`src/rtl/memory_controller_pkg.sv`:
```
// Shared types and constants for the byte-wide memory controller.
package memory_controller_pkg;

    typedef logic [31:0] ADDR_TYPE;
    typedef logic [31:0] INST_TYPE;

    // Access size encodings on lsb_to_mc_len.
    localparam logic [1:0] LEN_BYTE = 2'd0;
    localparam logic [1:0] LEN_HALF = 2'd1;
    localparam logic [1:0] LEN_WORD = 2'd3;

    typedef enum logic [1:0] {
        IDLE     = 2'd0,
        IF_READ  = 2'd1,
        LS_READ  = 2'd2,
        LS_WRITE = 2'd3
    } mc_state_t;

    // Value of addr[17:16] that marks the memory-mapped IO window.
    localparam logic [1:0] IO_RANGE = 2'b11;

    function automatic logic is_io(input logic [1:0] region);
        return region == IO_RANGE;
    endfunction

    // Index of the last byte of an access; the unused encoding 2 is treated as a word.
    function automatic logic [1:0] last_byte(input logic [1:0] len);
        case (len)
            LEN_BYTE: return 2'd0;
            LEN_HALF: return 2'd1;
            default:  return 2'd3;
        endcase
    endfunction

endpackage

```
`src/rtl/memory_controller.sv`:
```
// Byte-serial memory controller arbitrating instruction fetches and load/store
// requests onto a single 8-bit RAM port.
//
// Handshake: a requester raises its *_to_mc_ready level together with its
// operands and holds all of them stable until the matching mc_to_*_ready
// pulse (exactly one cycle) is seen; the controller never accepts a request
// during the cycle its own done pulse is high. The load/store unit wins over
// fetch when both are pending in the same idle cycle.
//
// Every output is registered. RAM reads are combinational at the RAM; the
// controller captures mem_din on the edge that closes the cycle its address
// was presented in, so the last byte and the done pulse leave on the same edge.
module memory_controller
    import memory_controller_pkg::*;
(
    input  logic       clk_in,
    input  logic       rst_in,
    input  logic       rdy_in,

    input  logic       if_to_mc_ready,
    input  ADDR_TYPE   if_to_mc_PC,
    output logic       mc_to_if_ready,
    output INST_TYPE   mc_to_if_inst,

    input  logic       lsb_to_mc_ready,
    input  logic       lsb_to_mc_wr,
    input  ADDR_TYPE   lsb_to_mc_addr,
    input  logic [31:0] lsb_to_mc_data,
    input  logic [1:0] lsb_to_mc_len,
    output logic       mc_to_lsb_ready,
    output logic [31:0] mc_to_lsb_data,

    input  logic       rob_to_mc_clear,

    input  logic [7:0] mem_din,
    output logic [7:0] mem_dout,
    output ADDR_TYPE   mem_a,
    output logic       mem_wr,

    input  logic       io_buffer_full,

    output mc_state_t  state_dbg
);

    mc_state_t   state_q, state_n;
    logic [1:0]  cnt_q, cnt_n;
    logic [1:0]  cnt_inc;
    logic [1:0]  last_q, last_n;
    ADDR_TYPE    addr_q, addr_n;
    logic [31:0] data_q, data_n;
    logic [31:0] buf_q, buf_n;

    ADDR_TYPE    mem_a_n;
    logic [7:0]  mem_dout_n;
    logic        mem_wr_n;
    logic        if_ready_n;
    INST_TYPE    if_inst_n;
    logic        lsb_ready_n;
    logic [31:0] lsb_data_n;

    assign cnt_inc   = cnt_q + 2'd1;
    assign state_dbg = state_q;

    // Next-state, byte sequencing and next-output decode.
    always_comb begin
        state_n     = state_q;
        cnt_n       = cnt_q;
        last_n      = last_q;
        addr_n      = addr_q;
        data_n      = data_q;
        buf_n       = buf_q;
        mem_a_n     = '0;
        mem_dout_n  = '0;
        mem_wr_n    = 1'b0;
        if_ready_n  = 1'b0;
        if_inst_n   = mc_to_if_inst;
        lsb_ready_n = 1'b0;
        lsb_data_n  = mc_to_lsb_data;

        case (state_q)
            IDLE: begin
                // A flush in an idle cycle suppresses acceptance entirely.
                if (!rob_to_mc_clear) begin
                    if (lsb_to_mc_ready && !mc_to_lsb_ready) begin
                        addr_n  = lsb_to_mc_addr;
                        data_n  = lsb_to_mc_data;
                        last_n  = last_byte(lsb_to_mc_len);
                        cnt_n   = 2'd0;
                        buf_n   = '0;
                        mem_a_n = lsb_to_mc_addr;
                        if (lsb_to_mc_wr) begin
                            state_n    = LS_WRITE;
                            mem_dout_n = lsb_to_mc_data[7:0];
                            mem_wr_n   = !(is_io(lsb_to_mc_addr[17:16]) && io_buffer_full);
                        end else begin
                            state_n = LS_READ;
                        end
                    end else if (if_to_mc_ready && !mc_to_if_ready) begin
                        state_n = IF_READ;
                        addr_n  = if_to_mc_PC;
                        last_n  = last_byte(LEN_WORD);
                        cnt_n   = 2'd0;
                        buf_n   = '0;
                        mem_a_n = if_to_mc_PC;
                    end
                end
            end

            IF_READ, LS_READ: begin
                if (rob_to_mc_clear) begin
                    state_n = IDLE;
                    cnt_n   = 2'd0;
                end else begin
                    buf_n[{cnt_q, 3'b000} +: 8] = mem_din;
                    if (cnt_q == last_q) begin
                        state_n = IDLE;
                        cnt_n   = 2'd0;
                        if (state_q == IF_READ) begin
                            if_ready_n = 1'b1;
                            if_inst_n  = buf_n;
                        end else begin
                            lsb_ready_n = 1'b1;
                            lsb_data_n  = buf_n;
                        end
                    end else begin
                        cnt_n   = cnt_inc;
                        mem_a_n = addr_q + {30'd0, cnt_inc};
                    end
                end
            end

            LS_WRITE: begin
                // mem_wr high means byte cnt went to RAM this cycle; low means
                // the IO buffer stalled it and it is offered again.
                if (mem_wr) begin
                    if (cnt_q == last_q) begin
                        state_n     = IDLE;
                        cnt_n       = 2'd0;
                        lsb_ready_n = 1'b1;
                    end else begin
                        cnt_n      = cnt_inc;
                        mem_a_n    = addr_q + {30'd0, cnt_inc};
                        mem_dout_n = data_q[{cnt_inc, 3'b000} +: 8];
                        mem_wr_n   = !(is_io(addr_q[17:16]) && io_buffer_full);
                    end
                end else begin
                    mem_a_n    = addr_q + {30'd0, cnt_q};
                    mem_dout_n = data_q[{cnt_q, 3'b000} +: 8];
                    mem_wr_n   = !(is_io(addr_q[17:16]) && io_buffer_full);
                end
            end

            default: state_n = IDLE;
        endcase
    end

    // State and output registers; reset clears everything, rdy_in low freezes everything.
    always_ff @(posedge clk_in) begin
        if (rst_in) begin
            state_q         <= IDLE;
            cnt_q           <= '0;
            last_q          <= '0;
            addr_q          <= '0;
            data_q          <= '0;
            buf_q           <= '0;
            mem_a           <= '0;
            mem_dout        <= '0;
            mem_wr          <= 1'b0;
            mc_to_if_ready  <= 1'b0;
            mc_to_if_inst   <= '0;
            mc_to_lsb_ready <= 1'b0;
            mc_to_lsb_data  <= '0;
        end else if (rdy_in) begin
            state_q         <= state_n;
            cnt_q           <= cnt_n;
            last_q          <= last_n;
            addr_q          <= addr_n;
            data_q          <= data_n;
            buf_q           <= buf_n;
            mem_a           <= mem_a_n;
            mem_dout        <= mem_dout_n;
            mem_wr          <= mem_wr_n;
            mc_to_if_ready  <= if_ready_n;
            mc_to_if_inst   <= if_inst_n;
            mc_to_lsb_ready <= lsb_ready_n;
            mc_to_lsb_data  <= lsb_data_n;
        end
    end

endmodule

```
`config.mk`:
```
export PLATFORM = sky130hd
export DESIGN_NAME = memory_controller
export DESIGN_NICKNAME = d
export VERILOG_FILES = /design/src/rtl/memory_controller_pkg.sv /design/src/rtl/memory_controller.sv
export SDC_FILE = /design/constraint.sdc
export NUM_CORES = 1
export LEC_CHECK = 0
export CAP_MARGIN = 15
export CORE_UTILIZATION = 37
export CTS_CLUSTER_DIAMETER = 100
export DETAILED_ROUTE_END_ITERATION = 10
export GPL_ROUTABILITY_DRIVEN = 0
export MAX_ROUTING_LAYER = met4
export SLEW_MARGIN = 0
export SYNTH_ARGS = -nofsm -noshare
export SYNTH_HDL_FRONTEND = slang
export SYNTH_SLANG_ARGS = --single-unit
export TNS_END_PERCENT = 30
```
`constraint.sdc`:
```
create_clock -name clk_in -period 3.3 [get_ports clk_in]
set_input_delay 0.495 -clock clk_in [delete_from_list [all_inputs] [get_ports clk_in]]
set_output_delay 0.495 -clock clk_in [all_outputs]
set_load 0.1 [all_outputs]
```
==> results by group, run 1 <==
Clock network
  – Num CTS Buffers: 23
  – Maximum clock insertion buffer count: 3
  – CTS clk-pin slew, worst paths: 60 ps
  – # H-tree levels: 1
  – CTS tree: built
  – Root Driver: clkbuf_16
  – Postcts setup bufs: 0
  – Clock latency on the worst-skew pair: 530 ps
  – Number of hold buffers added after cts: 0
  – Clock sinks: 209
  – Post_cts resized: 0

Route
  – Routed wire length: 33.9 mm
  – # DRC: 0
  – Antenna viol nets, final: 0
  – Vias: 10300
  – Initial DRT Pass Iterations: 6
  – Starting DRT DRC Count: 919
  – WL per Instance: 18.3 µm
  – Via/cell ratio: 5.53

Logic synthesis
  – Async S/R FF share, synth: 0
  – Post-synth EDFFs: 0
  – Yosys cell types: 72
  – Post-Syn Area per Cell: 8.04 µm²
  – Cell count after synthesis: 1280
  – Synth Register Bits: 209
  – Predominant post-synthesis flop cell: dfxtp_1
  – Post-Syn Nets: 1408
  – Synthesized cell area: 10300 µm²
  – Synth Warn #: 0
  – Register area share after synthesis: 0.407

Floorplanning
  – DIE AREA: 28500 µm²
  – Die Y-Extent: 169 µm
  – I/O Pins: 223
  – Core box area: 27100 µm²
  – FP Rows: 60
  – Die Width: 169 µm
  – Initial core utilization: 0.380

GRT
  – First-pass GRT wire length: 53.3 mm
  – Total GRT Usage: 0.239
  – Antenna violations before repair: 0
  – Vias in the first global route: 9411
  – GR Overflow Total: 0
  – Largest net degree at the start of global routing: 65

Status
  – Status: finished, final reports clean

Layout
  – Final Util: 0.505
  – Area of the multi-input gates: 5700 µm²
  – Fill count: 2636
  – Commonest non-fill, non-tap cell in the layout: dfxtp_1
  – Area Overhead vs Synth: 32.9%
  – Fin cells: 1858
  – Fin area: 13700 µm²
  – ANT cells: 0
  – Reg area: 4190 µm²
  – Fin nets: 1600
  – Layout cells sized above 1: 0.0949
  – Commonest non-fill, non-tap cells in the layout: dfxtp_1, nor2_1, clkdlybuf4s50_1, nand2_1, a21oi_1

Critical path
  – Setup crit start kind: flip-flop
  – WP data arrival: 3480 ps
  – Critical-path cell list: inv_1 -> ha_1 -> nand2b_1 -> a22o_1 -> o22ai_1 -> nand2_1 -> or3_1 -> a31oi_1
  – Max stage delay cell, worst path: ha_1
  – WS Path Type: reg -> reg
  – Crit. End Element: flip-flop
  – Crit path largest cell delay: 550 ps
  – CP max FO: 14
  – Worst path required time: 3750 ps

Run
  – Max Cap Viol: 0

Worst hold path
  – Tightest Hold Check Type: in -> reg

Timing
  – RSZ-0062 raised after global routing: false
  – Clock Skews: 9.63 ps
  – Final setup viols: 0
  – Final setup TNS: 0 ps
  – Final Cycle Share: 0.918
  – Fmax: 0.330 GHz
  – Pins Over Slew Limit: 0
  – Worst slew margin: 0.220
  – Min Tclk post-route: 3030 ps
  – Fin. Hold Viols: 0
  – Post-route setup slack: 270 ps
  – Least-Margin Pin Slew: 1160 ps

Power
  – P_leak: 4.64 nW
  – Maximum VDD drop: 0.000356 V
  – P per Cell Area: 462 nW/µm²

Placed design
  – Placed inst area: 12900 µm²
  – I/O Buffers: 222
  – Dpl ws: 343 ps
  – Placed cell count: 1819
  – Dpl hpwl: 24.1 mm
-- metrics by stage --
stage / hold WS, ps / total power, W
after detailed placement: 441 / 0.00382
after floorplan: 443 / 0.00341
after global placement: 436 / 0.00382
after CTS: 365 / 0.00637
final: 385 / 0.00632
after global routing: 395 / 0.00655
-- kinds of logic (layout without fill, tap and decap cells) --
kind of cell / after synthesis / count (layout) / share of synthesized area
muxes: 28 / 28 / 0.0468
buffers and inverters: 113 / 319 / 0.0431
AOI/OAI and AO/OA: 395 / 395 / 0.256
DFF: 209 / 209 / 0.407
and+or+nand+nor: 517 / 517 / 0.225
xor gates and xnor gates: 4 / 4 / 0.00341
adders and majority gates: 14 / 14 / 0.0185
-- synthesized netlist by cell type (4+ instances only) --
cell type | count | area share
or2_2 | 4 | 0.0024
o31ai_1 | 8 | 0.0058
mux4_2 | 16 | 0.035
dfxtp_1 | 209 | 0.41
nand2b_1 | 9 | 0.0055
nor3b_1 | 4 | 0.0029
or3_1 | 5 | 0.0030
a31oi_1 | 49 | 0.030
a21oi_1 | 116 | 0.056
and2_1 | 5 | 0.0030
o221ai_1 | 6 | 0.0051
nand4_1 | 7 | 0.0043
buf_1 | 7 | 0.0026
a22o_1 | 9 | 0.0077
ha_1 | 12 | 0.015
nor3_1 | 13 | 0.0063
clkbuf_1 | 76 | 0.028
a221oi_1 | 6 | 0.0051
mux2i_1 | 11 | 0.011
o22ai_1 | 6 | 0.0036
o211ai_1 | 8 | 0.0058
nor2b_1 | 36 | 0.022
a21o_1 | 5 | 0.0036
nand2_1 | 187 | 0.068
xnor2_1 | 4 | 0.0034
inv_1 | 17 | 0.0062
nor2_1 | 200 | 0.073
a311oi_1 | 17 | 0.014
a21boi_0 | 11 | 0.0080
buf_2 | 11 | 0.0054
a22oi_1 | 14 | 0.010
o21ai_0 | 35 | 0.017
a211oi_1 | 75 | 0.055
nand3_1 | 23 | 0.011
-- critical path, delay by kind of cell, from the launching register on --
family | cells | cell delay (ps)
simple gates | 3 | 830
compound gates | 3 | 1080
fa+ha+maj | 1 | 550
buf+inv | 1 | 90
flops | 1 | 410
-- sequential cells by signal, indices dropped and copies added, names as in the netlist --
signal,cells
addr_q,32
buf_q,32
cnt_q,2
data_q,32
last_q,2
mc_to_if_inst,32
mc_to_if_ready,1
mc_to_lsb_data,32
mc_to_lsb_ready,1
mem_a,32
mem_dout,8
mem_wr,1
state_dbg,2
-- final timing paths --
path | endpoint | start | slack, ps | cells past startpoint
worst max-delay path | mem_a[25]$_SDFFE_PP0P_ | state_dbg[1]$_SDFFE_PP0P_ | 270 | 8
worst min-delay path | buf_q[19]$_SDFFE_PP0P_ | rst_in | 380 | 2
worst max register to register | mem_a[25]$_SDFFE_PP0P_ | state_dbg[1]$_SDFFE_PP0P_ | 270 | 8
worst min register to register | mem_a[8]$_SDFFE_PP0P_ | mem_a[8]$_SDFFE_PP0P_ | 460 | 2
-- power breakdown --
group / total, W / internal [W] / switching, W
sequential: 0.00270 / 0.00261 / 0.0000883
combinational: 0.00107 / 0.000360 / 0.000711
clock: 0.00255 / 0.00149 / 0.00106
total: 0.00632 / 0.00446 / 0.00186
-- cell type report --
type,count,share of cell area
multi-input cells,958,0.417
inverters,17,0.00467
repair buffers,263,0.185
clock inverters,8,0.00787
well taps,372,0.0340
flip-flops and latches,209,0.306
clock buffers,31,0.0458
-- metal layers --
metal,part of all wire,wire length [µm],track usage
met1,0.48,16100,0.347
met2,0.43,14700,0.348
met3,0.075,2540,0.0353
met4,0.017,586,0.0534
met5,0,0,-
No activity file was read; power rests on OpenSTA's default activity.
==> run 2, diff against run 1 <==
--- a/config.mk
+++ b/config.mk
@@ -11,6 +11,7 @@
 export DETAILED_ROUTE_END_ITERATION = 10
 export GPL_ROUTABILITY_DRIVEN = 0
 export MAX_ROUTING_LAYER = met4
+export RECOVER_POWER = 50
 export SLEW_MARGIN = 0
 export SYNTH_ARGS = -nofsm -noshare
 export SYNTH_HDL_FRONTEND = slang
==> results by group, run 2 (synthesized netlist as in run 1, its figures left out) <==
Route
  – Top Layer Used: met4
  – Vias: 10300 (+0.44%)
  – Antenna viol nets, final: 0 (unchanged)
  – Routed wire length: 34.0 mm (+0.28%)
  – Met2 WL: 14.7 mm (+0.19%)
  – Via/cell ratio: 5.56 (+0.44%)
  – Initial DRT Pass Iterations: 7 (+1)
  – M1 WL: 16.1 mm (about the same)
  – Starting DRT DRC Count: 895 (-2.6%)
  – # DRC: 0 (unchanged)
  – WL per Instance: 18.3 µm (+0.28%)
  – Routed length on met3: 2.59 mm (+1.9%)

Clock network
  – Postcts setup bufs: 0 (unchanged)
  – CTS tree: built
  – Post_cts resized: 0 (unchanged)
  – Root Driver: clkbuf_16
  – Maximum clock insertion buffer count: 3 (unchanged)
  – Clock sinks: 209 (unchanged)
  – Num CTS Buffers: 23 (unchanged)
  – Clock latency on the worst-skew pair: 530 ps (about the same)
  – CTS clk-pin slew, worst paths: 60 ps (about the same)
  – Number of hold buffers added after cts: 0 (unchanged)
  – # H-tree levels: 1 (unchanged)

Layout
  – Area Overhead vs Synth: 31.4%
  – Fill count: 2667 (+1.2%)
  – ANT cells: 0 (unchanged)
  – Area of the multi-input gates: 5700 µm² (about the same)
  – Commonest non-fill, non-tap cell in the layout: dfxtp_1
  – Reg area: 4180 µm² (about the same)
  – Fin nets: 1600 (unchanged)
  – Commonest non-fill, non-tap cells in the layout: dfxtp_1, nor2_1, nand2_1, clkdlybuf4s50_1, a21oi_1
  – Layout cells sized above 1: 0.0720 (-0.0229)
  – Fin cells: 1858 (unchanged)

Critical path
  – Max stage delay cell, worst path: clkbuf_1
  – Worst path top cell family by delay: buffers and inverters
  – CP max FO: 16 (+2)
  – Worst Setup SP: state_dbg[1]$_SDFFE_PP0P_
  – Crit. End Element: flip-flop
  – CP Buf/Inv Count: 4 (+3)
  – WP data arrival: 3480 ps (about the same)
  – Crit path largest cell delay: 690 ps (+140 ps)
  – WS Path Type: reg -> reg
  – CP most frequent cell: clkbuf_1
  – Critical-path cell list: inv_1 -> ha_1 -> clkbuf_1 -> nand2b_1 -> clkbuf_1 -> nor3_1 -> clkbuf_1 -> a32oi_1 -> or3_1 -> a21oi_1
  – Setup crit start kind: flip-flop
  – Worst R2R Start: state_dbg[1]$_SDFFE_PP0P_
  – Worst path required time: 3750 ps (about the same)

Placed design
  – Placed cell count: 1819 (unchanged)
  – Dpl hpwl: 24.1 mm (unchanged)
  – I/O Buffers: 222 (unchanged)
  – Dpl ws: 343 ps (unchanged)

Timing
  – Min Hold Slack: 382 ps (-2.28 ps)
  – Fmax: 0.330 GHz (about the same)
  – Fin. Hold Viols: 0 (unchanged)
  – Clock Skews: 10.2 ps (+0.599 ps)
  – Min Tclk post-route: 3030 ps (-0.804 ps)
  – Final setup viols: 0 (unchanged)
  – Worst slew margin: 0.0135 (-0.207)
  – Final setup TNS: 0 ps (unchanged)
  – Least-Margin Pin Slew: 1480 ps (+319 ps)
  – Final Cycle Share: 0.918 (about the same)
  – Pins Over Slew Limit: 0 (unchanged)
  – RSZ-0062 raised after global routing: false
  – Post-route setup slack: 270 ps (+0.804 ps)

Floorplanning
  – I/O Pins: 223 (unchanged)
  – FP Rows: 60 (unchanged)
  – Die Width: 169 µm (unchanged)
  – DIE AREA: 28500 µm² (unchanged)
  – Initial core utilization: 0.380 (unchanged)
  – Die Y-Extent: 169 µm (unchanged)
  – Core box area: 27100 µm² (unchanged)

Worst hold path
  – Tightest Hold Check Type: in -> reg
  – Hold_sp: rst_in

GRT
  – Antenna violations before repair: 0 (unchanged)
  – First-pass GRT wire length: 53.3 mm (unchanged)
  – Total GRT Usage: 0.239 (unchanged)
  – GR Overflow Total: 0 (unchanged)
  – Largest net degree at the start of global routing: 65 (unchanged)
  – Vias in the first global route: 9411 (unchanged)

Power
  – Maximum VDD drop: 0.000355 V (-0.26%)
  – P per Cell Area: 466 nW/µm² (+0.70%)
  – P_leak: 4.61 nW (-0.63%)

Status
  – Status: finished, final reports clean

Run
  – Max Cap Viol: 0 (unchanged)
==> run 2: layout make-up <==
type                    instances  share of cell area
flip-flops and latches        209               0.310
multi-input cells             958               0.421
repair buffers                263               0.176
clock buffers                  31              0.0463
clock inverters                 8             0.00796
inverters                      17             0.00472
well taps                     372              0.0344
==> run 2: final timing paths <==
path,depth (start not counted),slack (ps),end
worst max-delay path,10,270,mem_wr$_SDFFE_PP0P_
worst min-delay path,2,380,buf_q[19]$_SDFFE_PP0P_
worst max register to register,10,270,mem_wr$_SDFFE_PP0P_
worst min register to register,2,460,mem_a[7]$_SDFFE_PP0P_
==> run 2: stage by stage <==
step / instance area [µm²] / total power (W) / util
global placement: 12900 / 0.00382 / 0.477
finish: 13500 / 0.00629 / 0.499
global route: 13500 / 0.00652 / 0.499
CTS: 13700 / 0.00637 / 0.505
detailed placement: 12900 / 0.00382 / 0.477
floorplan: 10300 / 0.00341 / -
==> run 2: worst register-to-register path, cell delays in order, from the launching register on <==
cell and delay [ps]:
dfxtp_1 350, inv_1 90, ha_1 180, clkbuf_1 690, nand2b_1 110, clkbuf_1 300, nor3_1 200, clkbuf_1 450
a32oi_1 110, or3_1 330, a21oi_1 130
==> run 2: power by group <==
| group | switching, W | internal, W |
|---|---|---|
| sequential | 0.0000874 | 0.00261 |
| clock | 0.00106 | 0.00149 |
| combinational | 0.000711 | 0.000336 |
==> run 2: per-layer routing <==
layer  global-route usage  up-vias
met4               0.0534        0
met2                0.348      410
met3               0.0353       48
met1                0.347     4860
met5                    -        -
li1                     -     5004
